File: config.mk
export PLATFORM = sky130hd
export DESIGN_NAME = ysyx_22040750_trap_ctrl
export DESIGN_NICKNAME = d
export VERILOG_FILES = /design/src/rtl/ysyx_22040750_trap_ctrl_pkg.sv /design/src/rtl/ysyx_22040750_trap_prio.sv /design/src/rtl/ysyx_22040750_trap_ctrl.sv
export SDC_FILE = /design/constraint.sdc
export NUM_CORES = 1
export LEC_CHECK = 0
export CORE_MARGIN = 10
export CORE_UTILIZATION = 32
export CTS_BUF_LIST = sky130_fd_sc_hd__clkbuf_4 sky130_fd_sc_hd__clkbuf_8
export CTS_CLUSTER_DIAMETER = 100
export DETAILED_ROUTE_END_ITERATION = 10
export PLACE_DENSITY = 0.9
export RECOVER_POWER = 25
export SLEW_MARGIN = 20
export SYNTH_ARGS = -nofsm -noshare
export SYNTH_HDL_FRONTEND = slang
export SYNTH_SLANG_ARGS = --single-unit
File: constraint.sdc
create_clock -name I_sys_clk -period 2.53 [get_ports I_sys_clk]
set_input_delay 0.506 -clock I_sys_clk [delete_from_list [all_inputs] [get_ports I_sys_clk]]
set_output_delay 0.506 -clock I_sys_clk [all_outputs]
set_load 0.05 [all_outputs]
File: src/rtl/ysyx_22040750_trap_ctrl_pkg.sv
// Shared constants for the machine-mode trap sequencer: CSR addresses,
// mcause values and the sequencer state encoding.
package ysyx_22040750_trap_ctrl_pkg;

    localparam logic [11:0] CSR_MSTATUS = 12'h300;
    localparam logic [11:0] CSR_MIE     = 12'h304;
    localparam logic [11:0] CSR_MTVEC   = 12'h305;
    localparam logic [11:0] CSR_MEPC    = 12'h341;
    localparam logic [11:0] CSR_MCAUSE  = 12'h342;

    localparam logic [63:0] CAUSE_M_TIMER_IRQ = 64'h8000_0000_0000_0007;
    localparam logic [63:0] CAUSE_ECALL_M     = 64'd11;

    typedef enum logic [0:0] {
        ST_IDLE  = 1'b0,
        ST_REDIR = 1'b1
    } trap_state_e;

endpackage

File: src/rtl/ysyx_22040750_trap_prio.sv
// Combinational event priority: timer interrupt > ecall > mret.
// All outputs are zero unless the sequencer can accept an event this cycle.
module ysyx_22040750_trap_prio (
    input  logic I_en,
    input  logic I_timer_irq,
    input  logic I_mstatus_mie,
    input  logic I_mie_mtie,
    input  logic I_ecall,
    input  logic I_mret,
    output logic O_irq,
    output logic O_trap,
    output logic O_ret
);

    always_comb begin
        O_irq  = I_en & I_timer_irq & I_mstatus_mie & I_mie_mtie;
        O_trap = O_irq | (I_en & I_ecall);
        // An ecall sharing WB with an mret wins, keeping the strobes exclusive.
        O_ret  = I_en & ~O_irq & ~I_ecall & I_mret;
    end

endmodule

File: src/rtl/ysyx_22040750_trap_ctrl.sv
// Trap sequencer at the WB boundary: raises CSR trap/return strobes in the event
// cycle, then holds a flush plus IF redirect to mtvec/mepc until IF accepts it.
module ysyx_22040750_trap_ctrl
    import ysyx_22040750_trap_ctrl_pkg::*;
#(
    parameter int          PC_W        = 32,
    parameter int          XLEN        = 64,
    parameter logic [63:0] IRQ_CAUSE   = CAUSE_M_TIMER_IRQ,
    parameter logic [63:0] ECALL_CAUSE = CAUSE_ECALL_M
) (
    input  logic            I_sys_clk,
    input  logic            I_rst,
    input  logic            I_MEM_WB_valid,
    input  logic [PC_W-1:0] I_WB_pc,
    input  logic            I_WB_ecall,
    input  logic            I_WB_mret,
    input  logic            I_timer_irq,
    input  logic            I_mstatus_mie,
    input  logic            I_mie_mtie,
    input  logic [XLEN-1:0] I_csr_rd_data,
    output logic            O_csr_intr_wr,
    output logic            O_csr_intr_rd,
    output logic            O_csr_mret_wr,
    output logic            O_csr_mret_rd,
    output logic [XLEN-1:0] O_csr_intr_no,
    output logic [PC_W-1:0] O_intr_pc,
    output logic            O_wb_kill,
    output logic            O_flush,
    output logic            O_redirect_valid,
    output logic [PC_W-1:0] O_redirect_pc,
    input  logic            I_redirect_ready
);

    trap_state_e     state_q;
    logic [PC_W-1:0] target_q;
    logic            accept;
    logic            irq;
    logic            trap;
    logic            ret;
    logic            in_redir;
    logic            unused_rd_bits;

    assign unused_rd_bits = ^{I_csr_rd_data[XLEN-1:PC_W], I_csr_rd_data[1:0]};

    // Reset forces every output low in the same cycle, including the strobes.
    assign accept   = (state_q == ST_IDLE) & ~I_rst & I_MEM_WB_valid;
    assign in_redir = (state_q == ST_REDIR) & ~I_rst;

    ysyx_22040750_trap_prio u_prio (
        .I_en          (accept),
        .I_timer_irq   (I_timer_irq),
        .I_mstatus_mie (I_mstatus_mie),
        .I_mie_mtie    (I_mie_mtie),
        .I_ecall       (I_WB_ecall),
        .I_mret        (I_WB_mret),
        .O_irq         (irq),
        .O_trap        (trap),
        .O_ret         (ret)
    );

    always_comb begin
        O_csr_intr_wr    = trap;
        O_csr_intr_rd    = trap;
        O_csr_mret_wr    = ret;
        O_csr_mret_rd    = ret;
        O_csr_intr_no    = '0;
        O_intr_pc        = '0;
        O_wb_kill        = irq;
        O_flush          = trap | ret | in_redir;
        O_redirect_valid = in_redir;
        O_redirect_pc    = in_redir ? target_q : '0;
        if (trap) begin
            O_csr_intr_no = irq ? IRQ_CAUSE[XLEN-1:0] : ECALL_CAUSE[XLEN-1:0];
            O_intr_pc     = I_WB_pc;
        end
    end

    always_ff @(posedge I_sys_clk) begin
        if (I_rst) begin
            state_q  <= ST_IDLE;
            target_q <= '0;
        end else begin
            case (state_q)
                ST_IDLE: begin
                    // mtvec is used in direct mode, so its mode bits are dropped.
                    if (trap) begin
                        target_q <= {I_csr_rd_data[PC_W-1:2], 2'b00};
                        state_q  <= ST_REDIR;
                    end else if (ret) begin
                        target_q <= I_csr_rd_data[PC_W-1:0];
                        state_q  <= ST_REDIR;
                    end
                end
                ST_REDIR: begin
                    if (I_redirect_ready) state_q <= ST_IDLE;
                end
            endcase
        end
    end

    // The pipeline is being flushed while redirecting, so WB must be empty.
    a_no_wb_in_redir : assert property (@(posedge I_sys_clk) disable iff (I_rst)
        (state_q == ST_REDIR) |-> !I_MEM_WB_valid);

endmodule

======== Word level (Yosys, flattened, before mapping) ========
Cells that the tools add are included.
operators by class
  mux-type cells .......................... 10
  reductions and logical operators ........ 2
  bitwise gates (word level) .............. 17
operators with widths
  operator            number
  $mux W32            4
  $mux W64            2
  $and A1 B1 Y1       10
  $not A1 Y1          4
  $mux W1             3
  $or A1 B1 Y1        3
  $pmux W1 S2         1
  $reduce_and A2 Y1   1
  $reduce_bool A2 Y1  1
word-level totals
  output and inout bits ................... 135
  register bits ........................... 33

======== Longest topological paths before layout ========
  word-level depth ........................ 13
  gate-level depth with buffers ........... 6
  depth with buffers taken out ............ 4

======== Modules after synthesis ========
Synthesis repeated with hierarchy kept, for this count alone.
second synthesis, totals
  cells, all modules ...................... 289
  area, all modules ....................... 2452.4 um2
by module, submodules not included
  module                   cells each  seq. area each (um2)  area an instance (um2)  times used
  ysyx_22040750_trap_ctrl  285         660.6                 2423.6                  1
  ysyx_22040750_trap_prio  4           0.0                   28.8                    1

======== Least setup slack after synthesis ========
OpenSTA, ideal clock, no wires.
  path type ............................... input to output
  start point ............................. input port I_rst
  end point ............................... output port O_csr_intr_no[2]
  required time ........................... 2024 ps
  stages on the path ...................... 5
  arrival ................................. 2282 ps
  slack ................................... -258 ps
  cells stage by stage .................... buf_2 > or3b_4 > buf_2 > nor2_1 > buf_4
on the way
  cells in the longest elaborated chain, start to end .. 8
  elaborated cells on any way between the ends .. 10
ends and longest elaborated chain
  item                                             line                                                          RTL
  from (decl)                                      ysyx_22040750_trap_ctrl.sv:12                                 input logic I_rst,
  $not A1 Y1 *                                     ysyx_22040750_trap_ctrl.sv:46                                 assign accept = (state_q == ST_IDLE) & ~I_rst & I_MEM_WB_valid;
  $and A1 B1 Y1 * (2 in a row)                     ysyx_22040750_trap_ctrl.sv:46
  $and A1 B1 Y1 * (3 in a row)                     ysyx_22040750_trap_prio.sv:16                                 O_irq = I_en & I_timer_irq & I_mstatus_mie & I_mie_mtie;
  via O_wb_kill                                    ysyx_22040750_trap_ctrl.sv:27                                 output logic O_wb_kill,
  $mux W64 / $or A1 B1 Y1 (equally long branches)  ysyx_22040750_trap_ctrl.sv:73, ysyx_22040750_trap_prio.sv:17
  $mux W64 *                                       ysyx_22040750_trap_ctrl.sv:72                                 if (trap) begin
  to (decl)                                        ysyx_22040750_trap_ctrl.sv:25                                 output logic [XLEN-1:0] O_csr_intr_no,
Mark *: on every way through the listed nets, which the timed path passes. The rest lies on a longest branch.

======== Final worst setup path ========
  start point ............................. input port I_WB_ecall
  end point ............................... output port O_intr_pc[7]
on the way
  cells in the longest elaborated chain, start to end .. 3
ends and longest elaborated chain
  item           line                           RTL
  from (decl)    ysyx_22040750_trap_ctrl.sv:15  input logic I_WB_ecall,
  $and A1 B1 Y1  ysyx_22040750_trap_prio.sv:17  O_trap = O_irq | (I_en & I_ecall);
  $or A1 B1 Y1   ysyx_22040750_trap_prio.sv:17
  $mux W32       ysyx_22040750_trap_ctrl.sv:72
  to (decl)      ysyx_22040750_trap_ctrl.sv:26  output logic [PC_W-1:0] O_intr_pc,
No other way between the ends.

==> run_results.csv <==
group,metric,value,unit
status,outcome,"finished, final reports clean",
global_routing,antenna_found_initial,1,
cts,clkTransAtPathRegs,60,ps
routing,drcViolationCount,0,
global_routing,grt_pass1_wl,14400,microns
pwr,power.total,1.77,mW
cts,inserted_clock_buffers,5,
sta,timing.hold.ws,473,ps
global_routing,gr-usage-all-layers,16.4,%
flow_run,max_cap_violations,0,
sta,finalCriticalPeriod,2470,ps
synth,synth_warnings,0,
floorplan,io_pins,240,
critical_path,timing.rr.start,"state_q",
critical_path,startpoint,"I_WB_ecall",
placement,dp_cells,523,
finish,most_common_cell_after_layout_fill_and_taps_aside,"sky130_fd_sc_hd__buf_12",
sta,finalSetupViolations,0,
routing,first_iter_violations,115,
placement,placedInstanceArea,4380,sq um
sta,hold_viol_final,0,
hold_path,hold_class,"reg -> reg",
synth,synth_area_per_cell,7.64,sq um
sta,slew_viol_final,0,
synth,synth.lib_cells_used.distinct,22,
finish,final_core_util,67.7,%
finish,final.fill_count,511,
placement,detailedPlace.worstSlack,-39.5,ps
sta,portion_of_the_clock_cycle_consumed_by_the_worst_path_in_the_final_layout,97.7,%
synth,synth_sequential_area_ratio,29.5,%
routing,detail_route.wl_per_cell,17.5,microns
cts,cts_htree_levels,2,
pwr,power.density,384,nW/um^2
finish,number_of_nets_in_the_final_layout,544,
critical_path,crit_required,2020,ps
global_routing,gr-total-overflow,0,
critical_path,path_cells,"clkdlybuf4s50_1 -> a31oi_4 -> nor2_4 -> buf_16 -> buf_8 -> and2_1 -> buf_12",
sta,fmaxAchievable,404,MHz
routing,firstDrtPassIters,4,
cts,ctsLongestPathBuffers,2,
synth,synth_seq_cells,33,
floorplan,initial_core_util,32.9,%
floorplan,core,6790,sq um
critical_path,crit_arrival,1970,ps
finish,design_area_final,4600,sq um
routing,route.detailed.vias_per_inst,4.37,
hold_path,timing.hold.worst.start,"target_q[26]",
critical_path,worst-path-max-fanout,8,
sta,final.setup.tns,0,ps
finish,post_route_cells_drive_above_1_share,25.9,%
critical_path,startpoint_type,"primary input",
sta,timing_worst_slew_pin_value,551,ps
floorplan,floorplan.rows,30,
sta,skew,7.78,ps
placement,gp_congestion,0.678,
cts,worst_skew_pair.late_latency,280,ps
placement,place_hpwl,7740,microns
critical_path,cp_slowest_stage_delay,620,ps
finish,antenna-diode-count,0,
floorplan,chipHeight,104,microns
placement,buffer_ports.inserted,148,
global_routing,largest_net_degree_at_the_start_of_global_routing,34,
routing,antenna_violating_nets_post_route,0,
floorplan,die_area,10700,sq um
finish,layout.cells.most_common_list,"79 x sky130_fd_sc_hd__buf_12, 69 x sky130_fd_sc_hd__clkdlybuf4s50_1, 59 x sky130_fd_sc_hd__and2_1, 59 x sky130_fd_sc_hd__conb_1, 33 x sky130_fd_sc_hd__dfxtp_1",
global_routing,vias_in_the_first_global_route,2432,
finish,areaGrowthSynthToFinish,106,%
cts,clock_tree_from_tritoncts,"done",
sta,relSlewSlack,63.3,%
pwr,irDropWorstVdd,0.000347,V
critical_path,worst-setup-path-type,"in -> out",
pwr,static-leakage-power,1.88,nW
cts,clock_sinks,33,
finish,post_layout_nonfiller_instances,536,
routing,wl,9390,microns
floorplan,fp.dieW,104,microns
sta,layout_setup_ws,57.3,ps
sta,rsz0062_at_grt,"false",
critical_path,endpoint_class_of_the_critical_path,"output pin",
synth,synthesis.area,2240,sq um
routing,num_vias,2340,
critical_path,timing.critical_path.slowest_stage_cell,"sky130_fd_sc_hd__clkdlybuf4s50_1",
synth,syn_inst,293,
cts,root_buffer,"sky130_fd_sc_hd__clkbuf_8",
worst paths after layout:
path	endpoint	slack, ps	cells after the start
min	target_q[26]	470	2
max reg2reg	target_q[5]	920	5
min reg2reg	target_q[26]	470	2
max	O_intr_pc[7]	60	7
layer usage:
metal | global-route usage, % | vias to the layer above | share of wire, %
li1 | - | 1138 | -
met1 | 16.0 | 1067 | 34
met2 | 30.9 | 128 | 54
met3 | 8.05 | 5 | 11
met4 | 2.12 | 2 | 0.33
met5 | 0 | - | 0.14
registers in the layout (all words and copies together) (netlist names):
name and cells:
state_q 1, target_q 32
kinds of logic after synthesis:
family | Yosys count | synth area share (%)
AND/OR/NAND/NOR | 104 | 27.6
buffers and inverters | 89 | 27.0
AO/OA/AOI/OAI | 66 | 15.7
flip-flops | 33 | 29.5
other | 1 | 0.168
synthesized netlist by cell type:
cell type	number	area, sq um
sky130_fd_sc_hd__buf_4	65	488
sky130_fd_sc_hd__and2_1	64	400
sky130_fd_sc_hd__dfxtp_1	33	661
sky130_fd_sc_hd__nand3_1	31	155
sky130_fd_sc_hd__a21oi_1	30	150
sky130_fd_sc_hd__o21ai_0	27	135
sky130_fd_sc_hd__clkbuf_1	16	60.1
sky130_fd_sc_hd__o21ai_1	4	20.0
sky130_fd_sc_hd__buf_2	3	15.0
sky130_fd_sc_hd__buf_6	3	33.8
sky130_fd_sc_hd__nand2_1	3	11.3
sky130_fd_sc_hd__a32o_1	2	20.0
sky130_fd_sc_hd__and3_1	2	12.5
sky130_fd_sc_hd__inv_1	2	7.51
sky130_fd_sc_hd__a311o_1	1	10.0
sky130_fd_sc_hd__a311oi_1	1	8.76
sky130_fd_sc_hd__a31oi_1	1	6.26
sky130_fd_sc_hd__conb_1	1	3.75
sky130_fd_sc_hd__nor2_1	1	3.75
sky130_fd_sc_hd__nor2_4	1	11.3
sky130_fd_sc_hd__nor3b_2	1	12.5
sky130_fd_sc_hd__or3b_4	1	11.3
where the power goes:
group | switching (mW) | internal [mW]
combinational | 0.428 | 0.258
clock | 0.197 | 0.332
sequential | 0.0100 | 0.543
total | 0.634 | 1.13
cell type report:
class                      instances  area [sq um]  area share [%]
clock inverter                     1          30.0           0.653
multi-input combinational        229          1240            27.0
tap                               96           120            2.61
clock buffer                       7          90.1            1.96
timing repair buffer             168          2450            53.2
inverter                           2          7.51           0.163
sequential                        33           661            14.4
what timing repair did:
item,in CTS,in global routing
endpoints found under the hold margin,0,0
cloned,1,0
resized for setup,13,1
hold buffers,0,0
setup buffers,4,0
pin swaps,1,0
endpoints found under the setup margin,32,1
worst max-delay path, delay by kind of cell:
family,cells,cell delay [ps]
AO/OA/AOI/OAI,1,70
buffers and inverters,4,1020
AND/OR/NAND/NOR,2,360
Note: power is estimated with default switching activity, not from simulation.
